**config.mk**
```make
export PLATFORM = sky130hd
export DESIGN_NAME = dcache_axi_bridge
export DESIGN_NICKNAME = d
export VERILOG_FILES = /design/src/rtl/dcache_axi_bridge_pkg.sv /design/src/rtl/dcache_axi_bridge_axi_write_channel.sv /design/src/rtl/dcache_axi_bridge.sv
export SDC_FILE = /design/constraint.sdc
export NUM_CORES = 1
export LEC_CHECK = 0
export ABC_AREA = 1
export CORE_AREA = 10 10 228 230
export DETAILED_ROUTE_END_ITERATION = 7
export DIE_AREA = 0 0 238 240
export PLACE_DENSITY_LB_ADDON = 0.2
export RECOVER_POWER = 25
export SYNTH_ARGS = -nofsm -noshare
export SYNTH_HDL_FRONTEND = slang
export SYNTH_SLANG_ARGS = --single-unit
```
**constraint.sdc**
```tcl
create_clock -name clk -period 2.05 [get_ports clk]
set_clock_uncertainty 0.1 [all_clocks]
set_input_delay 0.41 -clock clk [delete_from_list [all_inputs] [get_ports clk]]
set_output_delay 0.41 -clock clk [all_outputs]
set_load 0.01 [all_outputs]
```
**src/rtl/dcache_axi_bridge_pkg.sv**
```systemverilog
// Shared definitions for the dcache-to-AXI bridge.
// Contents:
//   - request size encodings used on the cache side (TYPE_B .. TYPE_LINE)
//   - fixed AXI burst/size constants
//   - cache line offset width
//   - FSM state enums for the read and write engines
//   - helper that maps a request type to an AXI size code
package dcache_axi_bridge_pkg;

  localparam logic [2:0] TYPE_B    = 3'd0;
  localparam logic [2:0] TYPE_H    = 3'd1;
  localparam logic [2:0] TYPE_W    = 3'd2;
  localparam logic [2:0] TYPE_D    = 3'd3;
  localparam logic [2:0] TYPE_LINE = 3'd4;

  localparam logic [1:0] BURST_INCR = 2'b01;
  localparam logic [2:0] SIZE_8B    = 3'd3;

  localparam int LINE_OFS_W = 4;

  typedef enum logic [1:0] {R_IDLE, R_AR, R_DATA} rd_state_e;
  typedef enum logic [1:0] {W_IDLE, W_REQ, W_RESP} wr_state_e;

  // A line moves as two 8-byte beats; uncached accesses use their own size.
  function automatic logic [2:0] axi_size(input logic [2:0] reqType);
    return (reqType == TYPE_LINE) ? SIZE_8B : reqType;
  endfunction

endpackage

```
**src/rtl/dcache_axi_bridge_axi_write_channel.sv**
```systemverilog
// Write buffer plus AW/W/B engine for the dcache AXI bridge.
// Ports:
//   clk, rst             clock, synchronous active-low reset
//   wr_req_i .. wr_strb_i  cache write request, address, 128-bit data, type, strobe
//   wr_ready_o           buffer empty (forced low during reset)
//   busy_o, line_addr_o  buffer occupied / latched address, used for the RAW check
//   aw*_o/i, w*_o/i, b*_o/i  AXI write address, data and response handshakes
module axi_write_channel #(
  parameter int AXI_ADDR_W = 32
) (
  input  logic                  clk,
  input  logic                  rst,
  input  logic                  wr_req_i,
  input  logic [63:0]           wr_addr_i,
  input  logic [127:0]          wr_data_i,
  input  logic [2:0]            wr_type_i,
  input  logic [7:0]            wr_strb_i,
  output logic                  wr_ready_o,
  output logic                  busy_o,
  output logic [AXI_ADDR_W-1:0] line_addr_o,
  output logic                  awvalid_o,
  input  logic                  awready_i,
  output logic [AXI_ADDR_W-1:0] awaddr_o,
  output logic [7:0]            awlen_o,
  output logic [2:0]            awsize_o,
  output logic                  wvalid_o,
  input  logic                  wready_i,
  output logic [63:0]           wdata_o,
  output logic [7:0]            wstrb_o,
  output logic                  wlast_o,
  input  logic                  bvalid_i,
  output logic                  bready_o
);
  import dcache_axi_bridge_pkg::*;

  wr_state_e             wrState_q;
  logic                  awvalid_q, wvalid_q, wlast_q, bready_q;
  logic                  awDone_q, wDone_q;
  logic [AXI_ADDR_W-1:0] awaddr_q;
  logic [7:0]            awlen_q;
  logic [2:0]            awsize_q;
  logic [63:0]           wdata_q, dataHi_q;
  logic [7:0]            wstrb_q;
  logic                  isLine;
  logic                  awFire, wFire, awDoneNow, wDoneNow;
  logic                  unusedBits;

  assign isLine    = (wr_type_i == TYPE_LINE);
  assign awFire    = awvalid_q && awready_i;
  assign wFire     = wvalid_q && wready_i;
  // Both halves may finish in the same cycle, so include this cycle's handshakes.
  assign awDoneNow = awDone_q || awFire;
  assign wDoneNow  = wDone_q || (wFire && wlast_q);

  // AW and W run independently; wlast_q doubles as the beat index since the
  // high half is only loaded after beat 0 of a line is taken.
  always_ff @(posedge clk) begin
    if (!rst) begin
      wrState_q <= W_IDLE;
      awvalid_q <= 1'b0;
      wvalid_q  <= 1'b0;
      wlast_q   <= 1'b0;
      bready_q  <= 1'b0;
      awDone_q  <= 1'b0;
      wDone_q   <= 1'b0;
      awaddr_q  <= '0;
      awlen_q   <= '0;
      awsize_q  <= '0;
      wdata_q   <= '0;
      dataHi_q  <= '0;
      wstrb_q   <= '0;
    end else begin
      case (wrState_q)
        W_IDLE: begin
          if (wr_req_i && wr_ready_o) begin
            awaddr_q  <= isLine ? {wr_addr_i[AXI_ADDR_W-1:LINE_OFS_W], {LINE_OFS_W{1'b0}}}
                                : wr_addr_i[AXI_ADDR_W-1:0];
            awlen_q   <= isLine ? 8'd1 : 8'd0;
            awsize_q  <= axi_size(wr_type_i);
            wdata_q   <= wr_data_i[63:0];
            dataHi_q  <= wr_data_i[127:64];
            wstrb_q   <= isLine ? 8'hFF : wr_strb_i;
            wlast_q   <= !isLine;
            awvalid_q <= 1'b1;
            wvalid_q  <= 1'b1;
            awDone_q  <= 1'b0;
            wDone_q   <= 1'b0;
            wrState_q <= W_REQ;
          end
        end
        W_REQ: begin
          if (awFire) begin
            awvalid_q <= 1'b0;
            awDone_q  <= 1'b1;
          end
          if (wFire) begin
            if (wlast_q) begin
              wvalid_q <= 1'b0;
              wDone_q  <= 1'b1;
            end else begin
              wdata_q <= dataHi_q;
              wlast_q <= 1'b1;
            end
          end
          if (awDoneNow && wDoneNow) begin
            bready_q  <= 1'b1;
            wrState_q <= W_RESP;
          end
        end
        W_RESP: begin
          if (bvalid_i) begin
            bready_q  <= 1'b0;
            wrState_q <= W_IDLE;
          end
        end
        default: wrState_q <= W_IDLE;
      endcase
    end
  end

  assign wr_ready_o  = rst && (wrState_q == W_IDLE);
  assign busy_o      = (wrState_q != W_IDLE);
  assign line_addr_o = awaddr_q;
  assign awvalid_o   = awvalid_q;
  assign awaddr_o    = awaddr_q;
  assign awlen_o     = awlen_q;
  assign awsize_o    = awsize_q;
  assign wvalid_o    = wvalid_q;
  assign wdata_o     = wdata_q;
  assign wstrb_o     = wstrb_q;
  assign wlast_o     = wlast_q;
  assign bready_o    = bready_q;

  assign unusedBits = ^wr_addr_i[63:AXI_ADDR_W];

endmodule

```
**src/rtl/dcache_axi_bridge.sv**
```systemverilog
// Bridge from the dcache memory-side request interface to an AXI4 master.
// Reads (refill/uncached) become AR/R transactions; writes (write-back/uncached)
// are buffered in axi_write_channel and become AW/W/B transactions.
// Ports:
//   clk, rst                        clock, synchronous active-low reset
//   axi_rd_* / axi_rdata/rvalid/rlast  cache read request and returned beats
//   axi_wr_* / axi_wdata/axi_wstrb    cache write request, released at acceptance
//   bus_err                         sticky error on any non-OKAY RRESP/BRESP
//   ar*, r*, aw*, w*, b*            AXI4 master channels
module dcache_axi_bridge #(
  parameter int AXI_ADDR_W = 32,
  parameter int AXI_ID     = 0
) (
  input  logic                  clk,
  input  logic                  rst,
  input  logic                  axi_rd_req,
  input  logic [63:0]           axi_rd_addr,
  input  logic [2:0]            axi_rd_type,
  output logic                  axi_rd_ready,
  output logic [63:0]           axi_rdata,
  output logic                  axi_rvalid,
  output logic                  axi_rlast,
  input  logic                  axi_wr_req,
  input  logic [63:0]           axi_wr_addr,
  input  logic [127:0]          axi_wdata,
  input  logic [2:0]            axi_wr_type,
  input  logic [7:0]            axi_wstrb,
  output logic                  axi_wr_ready,
  output logic                  bus_err,
  output logic                  arvalid,
  input  logic                  arready,
  output logic [AXI_ADDR_W-1:0] araddr,
  output logic [3:0]            arid,
  output logic [7:0]            arlen,
  output logic [2:0]            arsize,
  output logic [1:0]            arburst,
  input  logic                  rvalid,
  output logic                  rready,
  input  logic [63:0]           rdata,
  input  logic [1:0]            rresp,
  input  logic                  rlast,
  input  logic [3:0]            rid,
  output logic                  awvalid,
  input  logic                  awready,
  output logic [AXI_ADDR_W-1:0] awaddr,
  output logic [3:0]            awid,
  output logic [7:0]            awlen,
  output logic [2:0]            awsize,
  output logic [1:0]            awburst,
  output logic                  wvalid,
  input  logic                  wready,
  output logic [63:0]           wdata,
  output logic [7:0]            wstrb,
  output logic                  wlast,
  input  logic                  bvalid,
  output logic                  bready,
  input  logic [1:0]            bresp,
  input  logic [3:0]            bid
);
  import dcache_axi_bridge_pkg::*;

  rd_state_e             rdState_q;
  logic                  arvalid_q;
  logic [AXI_ADDR_W-1:0] araddr_q;
  logic [7:0]            arlen_q;
  logic [2:0]            arsize_q;
  logic                  busErr_q, busErr_d;
  logic                  wrBusy;
  logic [AXI_ADDR_W-1:0] wrLineAddr;
  logic                  hazard, inData;
  logic                  unusedBits;

  axi_write_channel #(.AXI_ADDR_W(AXI_ADDR_W)) u_write (
    .clk         (clk),
    .rst         (rst),
    .wr_req_i    (axi_wr_req),
    .wr_addr_i   (axi_wr_addr),
    .wr_data_i   (axi_wdata),
    .wr_type_i   (axi_wr_type),
    .wr_strb_i   (axi_wstrb),
    .wr_ready_o  (axi_wr_ready),
    .busy_o      (wrBusy),
    .line_addr_o (wrLineAddr),
    .awvalid_o   (awvalid),
    .awready_i   (awready),
    .awaddr_o    (awaddr),
    .awlen_o     (awlen),
    .awsize_o    (awsize),
    .wvalid_o    (wvalid),
    .wready_i    (wready),
    .wdata_o     (wdata),
    .wstrb_o     (wstrb),
    .wlast_o     (wlast),
    .bvalid_i    (bvalid),
    .bready_o    (bready)
  );

  // A read of a line still sitting in the write buffer must wait for the
  // write response, otherwise it could return stale memory contents.
  assign hazard = wrBusy &&
                  (axi_rd_addr[AXI_ADDR_W-1:LINE_OFS_W] == wrLineAddr[AXI_ADDR_W-1:LINE_OFS_W]);
  assign axi_rd_ready = rst && (rdState_q == R_IDLE) && !hazard;

  always_ff @(posedge clk) begin
    if (!rst) begin
      rdState_q <= R_IDLE;
      arvalid_q <= 1'b0;
      araddr_q  <= '0;
      arlen_q   <= '0;
      arsize_q  <= '0;
    end else begin
      case (rdState_q)
        R_IDLE: begin
          if (axi_rd_req && axi_rd_ready) begin
            araddr_q  <= (axi_rd_type == TYPE_LINE)
                         ? {axi_rd_addr[AXI_ADDR_W-1:LINE_OFS_W], {LINE_OFS_W{1'b0}}}
                         : axi_rd_addr[AXI_ADDR_W-1:0];
            arlen_q   <= (axi_rd_type == TYPE_LINE) ? 8'd1 : 8'd0;
            arsize_q  <= axi_size(axi_rd_type);
            arvalid_q <= 1'b1;
            rdState_q <= R_AR;
          end
        end
        R_AR: begin
          if (arvalid_q && arready) begin
            arvalid_q <= 1'b0;
            rdState_q <= R_DATA;
          end
        end
        R_DATA: begin
          if (rvalid && rlast) rdState_q <= R_IDLE;
        end
        default: rdState_q <= R_IDLE;
      endcase
    end
  end

  // Beats are forwarded straight to the cache; the cache always accepts them.
  assign inData     = (rdState_q == R_DATA);
  assign rready     = inData;
  assign axi_rvalid = inData && rvalid;
  assign axi_rlast  = inData && rlast;
  assign axi_rdata  = inData ? rdata : 64'd0;

  assign busErr_d = busErr_q ||
                    (rvalid && rready && (rresp != 2'b00)) ||
                    (bvalid && bready && (bresp != 2'b00));

  always_ff @(posedge clk) begin
    if (!rst) busErr_q <= 1'b0;
    else      busErr_q <= busErr_d;
  end

  assign bus_err = busErr_q;
  assign arvalid = arvalid_q;
  assign araddr  = araddr_q;
  assign arlen   = arlen_q;
  assign arsize  = arsize_q;
  assign arburst = BURST_INCR;
  assign arid    = 4'(AXI_ID);
  assign awid    = 4'(AXI_ID);
  assign awburst = BURST_INCR;

  assign unusedBits = ^{axi_rd_addr[63:AXI_ADDR_W], rid, bid, wrLineAddr[LINE_OFS_W-1:0]};

endmodule

```
==> metrics.cfg <==
[logic_synthesis]
yosysMostFrequentCell=nand2_1
yosys.cell_types.count=29
ys_warn_count=0
synth_edf_count=0
syn_area_per_cell_sq_um=6.839
syn_area_sq_um=9615
seq_area_frac_synth_pct=45.80
async_flop_share_pct=0
ys.flop_type=dfxtp_1
synth_largest_area_cell=dfxtp_1
synthDominantCellAreaShare_pct=45.80
synthTopCellsByCount=nand2_1 (431), dfxtp_1 (220), nor2_1 (159)
synth_cells=1406
ys_ff_latch=220
synth_area_leaders=dfxtp_1 (46%), nand2_1 (17%), nor2_1 (6.2%), inv_1 (6.1%), a31oi_1 (4.2%)

[timing]
finalSetupViolations=63
relSlewSlack_pct=60.42
finalMaxSlewViolations=0
grt_setup_unrepaired=true
finalHoldViolCount=0
period_minus_slack_ns=2.258
timing.fmax_ghz=0.4429
fin_crit_sh_pct=110.1
fin_ws_ns=-0.2080
worst_pin_slew_ns=0.5937

[global_routing]
grt_pass1_vias=10546
grt_use_total_pct=14.87
grt_pass1_wl_microns=66040
antenna_found_initial=7
grt_max_degree=107
grt_overflow=0

[drt]
routed_via_density=4.152
drt_first_pass_iters=4
ant_nets=0
dr_total_vias=10705
initialDrtViolationCount=454
routedWlPerCell_microns=17.99
route.detailed.drc=0
postRouteWirelength_microns=46370

[power]
clock_power_share_pct=38.4
pwr-share-comb_pct=23.1
power.density_nw_per_um2=775.2
seq_power_share_pct=38.5
p_sw_mw=3.643
intPower_mw=9.290
p_leak_nw=7.740
vdd_drop_max_uv=505.0
p_total_mw=12.93
swShare_pct=28.17

[floorplan]
die_x_microns=238
io_pins=601
rows=80
die_h_microns=240
die-area_sq_um=57120
core_sq_um=47350
start_util_pct=20.31

[cells_and_area]
layout.nets=2294
drive_above_1_share_pct=13.18
syn_to_final_growth_pct=73.49
fin_util_pct=35.24

[placed_design]
portBuffers=502
pre_cts_slack_ns=-0.6488
gp_congestion=0.8772
dp_hpwl_microns=34760

[clocking]
ctsHoldBuffers=0
clockRootBuffer=clkbuf_16
clockBufferDepth=3
clock_sinks=220
clk_latency_ns=0.55
cts_buffers=28
cts_tree=done
h-tree-depth=1
path_clk_slew_ns=0.06

[outcome]
status=finished with violations
violations=negative setup slack

[worst_setup_path]
cp_max_fo=3
endpoint_kind=output pin
path_class=input port to output pin
cp-start-kind=input port
required_ns=1.54
worst_ep_arrival_time_ns=1.75

[worst_hold_path]
hold_class=input port to register

[run]
drv_cap=0

==> worst max-delay path, cell delays in order <==
cell	delay (ns)
clkdlybuf4s50_1	0.50
inv_1	0.05
nand2_1	0.06
nand4_1	0.11
nor2_2	0.17
nand2_2	0.12
nor2_4	0.13
a21boi_2	0.06
buf_6	0.12
==> final timing paths <==
path                                     start                          endpoint  slack, ns  cells after the start
max reg2reg  u_write.wrState_q[1]$_SDFFE_PN0P_  u_write.awsize_o[2]$_SDFFE_PN0P_      -0.05                      9
max                             axi_rd_addr[7]                      axi_rd_ready      -0.21                      9
min reg2reg    u_write.wstrb_o[6]$_SDFFE_PN0P_   u_write.wstrb_o[6]$_SDFFE_PN0P_       0.36                      2
min                                        rst  u_write.awaddr_o[2]$_SDFFE_PN0P_       0.16                      4
==> kinds of logic after synthesis <==
group | Yosys count | synth area share (%)
simple gates | 692 | 28.72
buf+inv | 277 | 12.63
flops | 220 | 45.80
compound gates | 205 | 11.85
xor+xnor | 10 | 0.9108
other cells | 2 | 0.07810
==> flip-flops by register name, indices dropped and copies added, names as in the netlist, 2 cells and up <==
name and cells:
u_write.wrState_q 2, u_write.wstrb_o 8, araddr 32, u_write.dataHi_q 64
arsize 3, u_write.wdata_o 64, rdState_q 2, u_write.awsize_o 3
u_write.awaddr_o 32
==> metrics by stage <==
stage	setup TNS (ns)	instance area, sq um	hold WS, ns	cells
floorplan	0	9706	0.3364	1430
detailed placement	-19.91	15710	0.3485	2511
finish	-5.149	16680	0.1586	2578
CTS	-7.671	16490	0.1279	2565
global placement	-19.01	15710	0.3418	2511
global route	-22.34	16680	0.1721	2576
==> layout make-up <==
| class | instances | area [sq um] |
|---|---|---|
| fillers | 5127 | 30660 |
| well taps | 615 | 769.5 |
| diodes | 5 | 12.51 |
| clock buffers | 46 | 879.6 |
| repair inverters | 1 | 20.02 |
| inverters | 162 | 619.3 |
| repair buffers | 592 | 5678 |
| flip-flops and latches | 220 | 4422 |
| clock inverters | 4 | 48.80 |
| multi-input cells | 933 | 4233 |
==> routing by layer <==
metal | part of all wire (%) | global-route usage, %
met1 | 39 | 16.09
met2 | 50 | 26.52
met3 | 9.1 | 5.702
met4 | 2.3 | 4.233
met5 | 0.12 | 0
==> power by group through the flow <==
stage,logic (mW),clock network (mW),registers (mW)
after CTS,2.96,5.17,4.99
final,2.98,4.97,4.98
after global placement,2.99,0,5.06
after floorplan,1.08,0,5.17
after global routing,3.27,5.30,5.03
after detailed placement,2.99,0,5.06
==> repair_timing <==
item	CTS	global route
endpoints found under the setup margin	104	103
gates cloned	1	4
buffers inserted	4	5
pin swaps	10	11
hold endpoints to repair	0	0
gates resized for setup	370	46
==> cell usage in the layout, fill, tap and decap left out, types with 16 or more instances in the layout <==
master             n
clkbuf_16         33
clkdlybuf4s50_1  390
conb_1            26
dlygate4sd2_1     35
o21ai_0           20
nor2_1           136
nand2_1          427
nand3_1           79
buf_2             47
clkbuf_1          16
a31oi_1           65
dfxtp_1          208
o21ai_1           68
inv_1            150
buf_6             16
buf_4             70
a21oi_1           39
Power figures use the tool's default switching activity.
